===== src/rtl/gpio_irq_ctrl_if.sv =====
// Wishbone classic bus bundle between the CPU-side master and gpio_irq_ctrl.
interface gpio_irq_ctrl_if #(
   parameter int WB_AD_WIDTH  = 32,
   parameter int WB_DAT_WIDTH = 32
);
   logic                      wbm_gpio_cyc_i;
   logic                      wbm_gpio_stb_i;
   logic [WB_AD_WIDTH-1:0]    wbm_gpio_addr_i;
   logic [WB_DAT_WIDTH-1:0]   wbm_gpio_wdata_i;
   logic [WB_DAT_WIDTH/8-1:0] wbm_gpio_sel_i;
   logic                      wbm_gpio_we_i;
   logic [WB_DAT_WIDTH-1:0]   gpio_wbm_rdata_o;
   logic                      gpio_wbm_ack_o;

   modport master (
      output wbm_gpio_cyc_i, wbm_gpio_stb_i, wbm_gpio_addr_i,
             wbm_gpio_wdata_i, wbm_gpio_sel_i, wbm_gpio_we_i,
      input  gpio_wbm_rdata_o, gpio_wbm_ack_o
   );

   modport slave (
      input  wbm_gpio_cyc_i, wbm_gpio_stb_i, wbm_gpio_addr_i,
             wbm_gpio_wdata_i, wbm_gpio_sel_i, wbm_gpio_we_i,
      output gpio_wbm_rdata_o, gpio_wbm_ack_o
   );
endinterface


===== src/rtl/gpio_irq_ctrl.sv =====
// GPIO interrupt front end: pin synchronizer, per-pin level/edge detect,
// pending latch, level IRQ to the PLIC, and a Wishbone register port.
module gpio_irq_ctrl #(
   parameter int GPIO_NUM     = 16,
   parameter int WB_AD_WIDTH  = 32,
   parameter int WB_DAT_WIDTH = 32
) (
   input  logic                clk,
   input  logic                rst,
   input  logic [GPIO_NUM-1:0] gpio_pins_i,
   gpio_irq_ctrl_if.slave      wb,
   output logic                gpio_plic_irq_o
);

   typedef enum logic [2:0] {
      REG_DATA_IN     = 3'd0,
      REG_IRQ_EN      = 3'd1,
      REG_IRQ_TYPE    = 3'd2,
      REG_IRQ_POL     = 3'd3,
      REG_IRQ_BOTH    = 3'd4,
      REG_IRQ_PENDING = 3'd5,
      REG_IRQ_STATUS  = 3'd6,
      REG_RESERVED    = 3'd7
   } reg_e;

   logic [GPIO_NUM-1:0]     s1, s2, s2_d;
   logic [1:0]              warm;
   logic                    edge_ok;
   logic [GPIO_NUM-1:0]     irq_en, irq_type, irq_pol, irq_both;
   logic [GPIO_NUM-1:0]     pending, hit, w1c;
   logic [GPIO_NUM-1:0]     wbits, wmask, rd_val;
   logic [WB_DAT_WIDTH-1:0] lane_mask;
   logic                    ack_ff, access, wr;
   reg_e                    reg_sel;
   logic                    unused_bits;

   assign reg_sel = reg_e'(wb.wbm_gpio_addr_i[4:2]);
   assign access  = wb.wbm_gpio_cyc_i & wb.wbm_gpio_stb_i & ~ack_ff;
   assign wr      = access & wb.wbm_gpio_we_i;
   assign wbits   = wb.wbm_gpio_wdata_i[GPIO_NUM-1:0];
   assign wmask   = lane_mask[GPIO_NUM-1:0];
   assign edge_ok = (warm == 2'd3);
   assign w1c     = (wr && reg_sel == REG_IRQ_PENDING) ? (wbits & wmask) : '0;
   assign wb.gpio_wbm_ack_o = ack_ff & wb.wbm_gpio_cyc_i;

   // Address bits outside [4:2] and data bits above GPIO_NUM are don't-care.
   assign unused_bits = ^{wb.wbm_gpio_addr_i, wb.wbm_gpio_wdata_i, lane_mask};

   function automatic logic [GPIO_NUM-1:0] merge(input logic [GPIO_NUM-1:0] old,
                                                 input logic [GPIO_NUM-1:0] data,
                                                 input logic [GPIO_NUM-1:0] mask);
      return (old & ~mask) | (data & mask);
   endfunction

   // Expand byte enables into a per-bit write mask.
   always_comb begin
      lane_mask = '0;
      for (int unsigned i = 0; i < WB_DAT_WIDTH / 8; i++)
         lane_mask[i*8 +: 8] = {8{wb.wbm_gpio_sel_i[i]}};
   end

   // Two-flop synchronizer, previous-sample flop and edge warm-up counter.
   always_ff @(posedge clk or posedge rst) begin
      if (rst) begin
         s1   <= '0;
         s2   <= '0;
         s2_d <= '0;
         warm <= '0;
      end else begin
         s1   <= gpio_pins_i;
         s2   <= s1;
         s2_d <= s2;
         if (warm != 2'd3)
            warm <= warm + 2'd1;
      end
   end

   // Per-pin detect condition; edges are masked until the pipeline has filled.
   always_comb begin
      hit = '0;
      for (int unsigned i = 0; i < GPIO_NUM; i++) begin
         if (!irq_type[i])
            hit[i] = (s2[i] == irq_pol[i]);
         else if (irq_both[i])
            hit[i] = edge_ok & (s2[i] ^ s2_d[i]);
         else if (irq_pol[i])
            hit[i] = edge_ok & s2[i] & ~s2_d[i];
         else
            hit[i] = edge_ok & ~s2[i] & s2_d[i];
      end
   end

   // Configuration registers written through the bus.
   always_ff @(posedge clk or posedge rst) begin
      if (rst) begin
         irq_en   <= '0;
         irq_type <= '0;
         irq_pol  <= '1;
         irq_both <= '0;
      end else if (wr) begin
         case (reg_sel)
            REG_IRQ_EN:   irq_en   <= merge(irq_en,   wbits, wmask);
            REG_IRQ_TYPE: irq_type <= merge(irq_type, wbits, wmask);
            REG_IRQ_POL:  irq_pol  <= merge(irq_pol,  wbits, wmask);
            REG_IRQ_BOTH: irq_both <= merge(irq_both, wbits, wmask);
            default: ;
         endcase
      end
   end

   // Pending latch (a new hit beats a same-cycle clear) and the IRQ level.
   always_ff @(posedge clk or posedge rst) begin
      if (rst) begin
         pending         <= '0;
         gpio_plic_irq_o <= 1'b0;
      end else begin
         pending         <= (pending & ~w1c) | hit;
         gpio_plic_irq_o <= |(pending & irq_en);
      end
   end

   // Read multiplexer.
   always_comb begin
      rd_val = '0;
      case (reg_sel)
         REG_DATA_IN:     rd_val = s2;
         REG_IRQ_EN:      rd_val = irq_en;
         REG_IRQ_TYPE:    rd_val = irq_type;
         REG_IRQ_POL:     rd_val = irq_pol;
         REG_IRQ_BOTH:    rd_val = irq_both;
         REG_IRQ_PENDING: rd_val = pending;
         REG_IRQ_STATUS:  rd_val = pending & irq_en;
         default:         rd_val = '0;
      endcase
   end

   // Single-cycle ack and registered read data.
   always_ff @(posedge clk or posedge rst) begin
      if (rst) begin
         ack_ff              <= 1'b0;
         wb.gpio_wbm_rdata_o <= '0;
      end else begin
         ack_ff <= access;
         if (access)
            wb.gpio_wbm_rdata_o <= WB_DAT_WIDTH'(rd_val);
      end
   end

endmodule


===== src/flat_wrapper.sv =====
// flat-port wrapper written by rule: the top's interface ports become plain ports
module gpio_irq_ctrl_flat 
#(
   parameter int GPIO_NUM     = 16,
   parameter int WB_AD_WIDTH  = 32,
   parameter int WB_DAT_WIDTH = 32
)
  (clk, rst, gpio_pins_i, gpio_plic_irq_o, wb_wbm_gpio_cyc_i, wb_wbm_gpio_stb_i, wb_wbm_gpio_addr_i, wb_wbm_gpio_wdata_i, wb_wbm_gpio_sel_i, wb_wbm_gpio_we_i, wb_gpio_wbm_rdata_o, wb_gpio_wbm_ack_o);
  gpio_irq_ctrl_if #(.WB_AD_WIDTH(WB_AD_WIDTH), .WB_DAT_WIDTH(WB_DAT_WIDTH)) wb_i ();
  input  logic clk;
  input  logic rst;
  input  logic [GPIO_NUM-1:0] gpio_pins_i;
  output logic gpio_plic_irq_o;
  input wire logic [$bits(wb_i.wbm_gpio_cyc_i)-1:0] wb_wbm_gpio_cyc_i;
  input wire logic [$bits(wb_i.wbm_gpio_stb_i)-1:0] wb_wbm_gpio_stb_i;
  input wire logic [$bits(wb_i.wbm_gpio_addr_i)-1:0] wb_wbm_gpio_addr_i;
  input wire logic [$bits(wb_i.wbm_gpio_wdata_i)-1:0] wb_wbm_gpio_wdata_i;
  input wire logic [$bits(wb_i.wbm_gpio_sel_i)-1:0] wb_wbm_gpio_sel_i;
  input wire logic [$bits(wb_i.wbm_gpio_we_i)-1:0] wb_wbm_gpio_we_i;
  output wire logic [$bits(wb_i.gpio_wbm_rdata_o)-1:0] wb_gpio_wbm_rdata_o;
  output wire logic [$bits(wb_i.gpio_wbm_ack_o)-1:0] wb_gpio_wbm_ack_o;
  assign wb_i.wbm_gpio_cyc_i = wb_wbm_gpio_cyc_i;
  assign wb_i.wbm_gpio_stb_i = wb_wbm_gpio_stb_i;
  assign wb_i.wbm_gpio_addr_i = wb_wbm_gpio_addr_i;
  assign wb_i.wbm_gpio_wdata_i = wb_wbm_gpio_wdata_i;
  assign wb_i.wbm_gpio_sel_i = wb_wbm_gpio_sel_i;
  assign wb_i.wbm_gpio_we_i = wb_wbm_gpio_we_i;
  assign wb_gpio_wbm_rdata_o = wb_i.gpio_wbm_rdata_o;
  assign wb_gpio_wbm_ack_o = wb_i.gpio_wbm_ack_o;
  gpio_irq_ctrl #(.GPIO_NUM(GPIO_NUM), .WB_AD_WIDTH(WB_AD_WIDTH), .WB_DAT_WIDTH(WB_DAT_WIDTH)) u_core (.clk(clk), .rst(rst), .gpio_pins_i(gpio_pins_i), .wb(wb_i), .gpio_plic_irq_o(gpio_plic_irq_o));
endmodule

===== config.mk =====
export PLATFORM = sky130hd
export DESIGN_NAME = gpio_irq_ctrl_flat
export DESIGN_NICKNAME = d
export VERILOG_FILES = /design/src/rtl/gpio_irq_ctrl_if.sv /design/src/rtl/gpio_irq_ctrl.sv /design/src/flat_wrapper.sv
export SDC_FILE = /design/constraint.sdc
export NUM_CORES = 1
export LEC_CHECK = 0
export ABC_AREA = 1
export ABC_CLOCK_PERIOD_IN_PS = 5560
export CELL_PAD_IN_SITES_DETAIL_PLACEMENT = 1
export CELL_PAD_IN_SITES_GLOBAL_PLACEMENT = 2
export CORE_ASPECT_RATIO = 0.8
export CORE_MARGIN = 3
export CORE_UTILIZATION = 32
export DETAILED_ROUTE_END_ITERATION = 8
export PLACE_DENSITY_LB_ADDON = 0.1
export RECOVER_POWER = 25
export SYNTH_ARGS = -nofsm -noshare
export SYNTH_HDL_FRONTEND = slang
export SYNTH_SLANG_ARGS = --single-unit

===== constraint.sdc =====
create_clock -name clk -period 5.56 [get_ports clk]
set_clock_uncertainty 0.1 [all_clocks]
set_input_delay 1.112 -clock clk [delete_from_list [all_inputs] [get_ports clk]]
set_output_delay 1.112 -clock clk [all_outputs]
set_load 0.02 [all_outputs]

* Yosys cells after proc, flatten, opt, wreduce, memory -nomap -nowiden *
Cells that the tools add are included.

storage, ports and cells
  register bits after elaboration = 148
  input port bits = 89
  output and inout bits = 34

operators by class
  add/sub/neg operators = 1
  equal/unequal tests = 24
  mux-type cells = 50
  bitwise operators = 147
  reduce and logical (&&, ||, !) cells = 7

operators by type and width
  cell                                            count
  bitwise AND 16 bit                              7
  case mux 16 bit (7 select lines)                1
  bitwise AND 1 bit                               84
  bitwise OR 16 bit                               5
  2-to-1 mux 1 bit                                48
  NOT 1 bit                                       33
  NOT 16 bit                                      2
  == test 1 bit                                   16
  2-to-1 mux 16 bit                               1
  OR reduction 16 bit                             1
  bitwise XOR 1 bit                               16
  == test 3 bit (second input constant)           3
  AND reduction 2 bit                             4
  == test 3 x 2 -> 1 bit (second input constant)  2
  == test 3 x 1 -> 1 bit (second input constant)  1
  zero test 3 bit                                 1
  adder 2 x 1 -> 2 bit (second input constant)    1
  == test 2 bit (second input constant)           1
  != test 2 bit (second input constant)           1
  logical AND 1 bit                               1

* Depth between registers and ports, before layout *
  depth after elaboration = 8
  depth in mapped cells = 10
  depth with buffers taken out = 8

* Least setup slack after synthesis *
Ideal clock, no wire load.

  path type = input port to output port
  start = input wb_wbm_gpio_cyc_i
  end = output wb_gpio_wbm_ack_o
  data arrival time = 1279 ps
  setup slack = 3069 ps
  cell stages on the path = 2
  cells stage by stage = nand2_1 -> inv_1

on the way
  cells in the longest elaborated chain, start to end = 1

ends and longest elaborated chain
  item               RTL line             text
  start, declared    flat_wrapper.sv:14   input wire logic [$bits(wb_i.wbm_gpio_cyc_i)-1:0] wb_wbm_gpio_cyc_i;
  bitwise AND 1 bit  gpio_irq_ctrl.sv:44  assign wb.gpio_wbm_ack_o = ack_ff & wb.wbm_gpio_cyc_i;
  end, declared      flat_wrapper.sv:21   output wire logic [$bits(wb_i.gpio_wbm_ack_o)-1:0] wb_gpio_wbm_ack_o;

No other way between the ends.

==> impl_results.md <==
* Chip height at 141.4 um
* Share of layout cells above drive strength 1 at 14.73%
* Vias in the first global route at 6321
* H-tree Lvls at 4
* Max-slew headroom at -96.06%
* Sink Count at 148
* IO Pins at 123
* Total CTS buffers at 17
* Diode count at 0
* Non-Filler Instances at 1210
* Row count at 48
* Final Max Tran Viols at 78
* Seq/Total Area, Yosys at 50.74%
* Die width at 175.3 um
* TritonCTS clock tree: built
* CTS resizes at 0
* Wire length per cell at 18.19 um
* Synth cell types at 31
* Port Buf Inserts at 59
* Antenna violations before repair at 1
* # nets final at 987
* Worst hold margin at 247.1 ps
* VDD IR-drop max at 0.1477 mV
* Cell Pwr Density at 339.7 nW/um^2
* Dpl hpwl at 14080 um
* Final critical-path required period at 3917 ps
* Clock Tree Buf Depth at 2
* Core region area at 22040 sq um
* Iteration count of the initial detailed-routing pass at 4
* Max FO, Critical Path at 77
* Area grow syn2layout at 18.26%
* Root buffer cell: clkbuf_16
* Hold Crit Class: flip-flop to flip-flop
* FMAX at 0.2553 GHz
* RSZ-0062 raised after global routing: no
* Global-route total usage across every layer at 18.56%
* Proportion of netlist area held by the largest area contributor at 45.01%
* Die area at 24800 sq um
* 1st-iter DRT viols at 296
* Cell count after placement at 1178
* Initial core utilization at 33.29%
* Setup CP Type: input pin to async pin
* Slew @ Worst Pin at 2941 ps
* Total grt overflow at 0
* Post-synth top flop: dfrtp_1
* Final period utilization at 70.44%
* Yosys warns at 0
* Antenna-violating nets left at 0
* Routed wire length at 22010 um
* Cell taking the most area after synthesis: dfrtp_1
* Critical path arrival at 4340 ps
* CP endpoint kind: async pin
* Vias at 5943
* Largest net degree at the start of global routing at 78
* Post-synth EDFFs at 0
* Post-synth ARST share at 100.0%
* Power Total at 2.948 mW
* Area contributors post-synth: dfrtp_1 45%, nand2_1 13%, dfstp_2 5.7%
* Final Hold Fails at 0
* Vias per cell at 4.912
* Crit path launch type: input pin
* Post-Synthesis Cells at 854
* Leak Pwr at 4.150 nW
* Outcome: finished with violations
* DRC Markers at 0
* Setup TNS Final at 0 ps
* Hold Buf Count CTS at 0
* Setup bufs post-CTS at 0
* GPL Wtd Cong at 0.7644
* WP data required at 5980 ps
* Clock latency on the worst-skew pair at 430 ps
* Final setup viols at 0
* Seq cells post-synth at 148
* Avg Synthesized Cell Area at 8.593 sq um
* Max_cap viols at 1
* First-pass GRT wire length at 35620 um
* Mapped cell area at 7338 sq um
* Clock transition at path regs at 70 ps
* Failing checks: max-capacitance violations, max-slew violations
## metrics by stage
step           instance area (sq um)  utilization, %  worst slack [ps]
2_1_floorplan                   7395               -             394.8
3_3_place_gp                    8031           36.44              1990
3_5_place_dp                    8031           36.44              1982
4_1_cts                         8683           39.40              2012
5_1_grt                         8678           39.37             988.1
6_report                        8678           39.37              1643
## synth_stat cells, types with 8 or more instances
library cell,count
nand2_1,253
dfrtp_1,132
inv_1,67
nand4_1,64
nor2_1,52
o21ai_2,48
o21ai_0,38
nand3_1,36
o21ai_1,26
buf_4,23
a21oi_1,16
dfstp_2,16
xor2_1,16
buf_2,13
nand2_2,9
buf_6,8
clkbuf_1,8
## worst max-delay path, cell delays in order
cell and delay [ps]:
clkdlybuf4s50_1 390, inv_1 2050, buf_4 700
## kinds of logic after synthesis
group	synth area share, %
flip-flops	50.74
multiplexers	0.1534
XOR/XNOR	2.029
buffers and inverters	8.934
other	0.05110
AO/OA/AOI/OAI	11.18
AND/OR/NAND/NOR	26.73
adder cells (fa/ha/maj)	0.1705
## cell usage in the layout, fill, tap and decap left out, types with 17 or more instances in the layout
cell type and count:
nand2_1 253, dfrtp_1 132, inv_1 67, nand4_1 64, nor2_1 52, o21ai_2 48
clkdlybuf4s50_1 41, o21ai_0 38, nand3_1 36, o21ai_1 26, clkbuf_16 17
## routing by layer
metal / part of all wire, % / GRT usage [%]
met1: 49 / 26.22
met2: 45 / 28.81
met3: 4.2 / 3.531
met4: 1.9 / 6.085
met5: 0 / 0
## report_power, final
| part | internal (mW) | switching [mW] |
|---|---|---|
| logic | 0.150 | 0.252 |
| clock network | 0.802 | 0.485 |
| registers | 1.18 | 0.0803 |
## path summary, 6_finish.rpt
kind | startpoint | to | slack, ps | cells past startpoint
max reg2reg | u_core.ack_ff | flip-flop | 3450 | 6
min in group asynchronous | rst | u_core.s1[4] | 1940 | 2
max in group clk | wb_wbm_gpio_cyc_i | wb_gpio_wbm_ack_o | 2030 | 4
min reg2reg | u_core.s1[2] | u_core.s2[2] | 250 | 0
max | rst | async pin | 1640 | 3
min | u_core.s1[2] | u_core.s2[2] | 250 | 0
## final cells by class
class                           count  area (sq um)
Fill cell                        2609         13360
Sequential cell                   148          3724
Multi-Input combinational cell    591          3015
Timing Repair Buffer               66         633.1
Clock buffer                       17         425.4
Tap cell                          300         375.4
Inverter                           73         279.0
Clock inverter                     15         226.5
No activity file was read; power rests on OpenSTA's default activity.
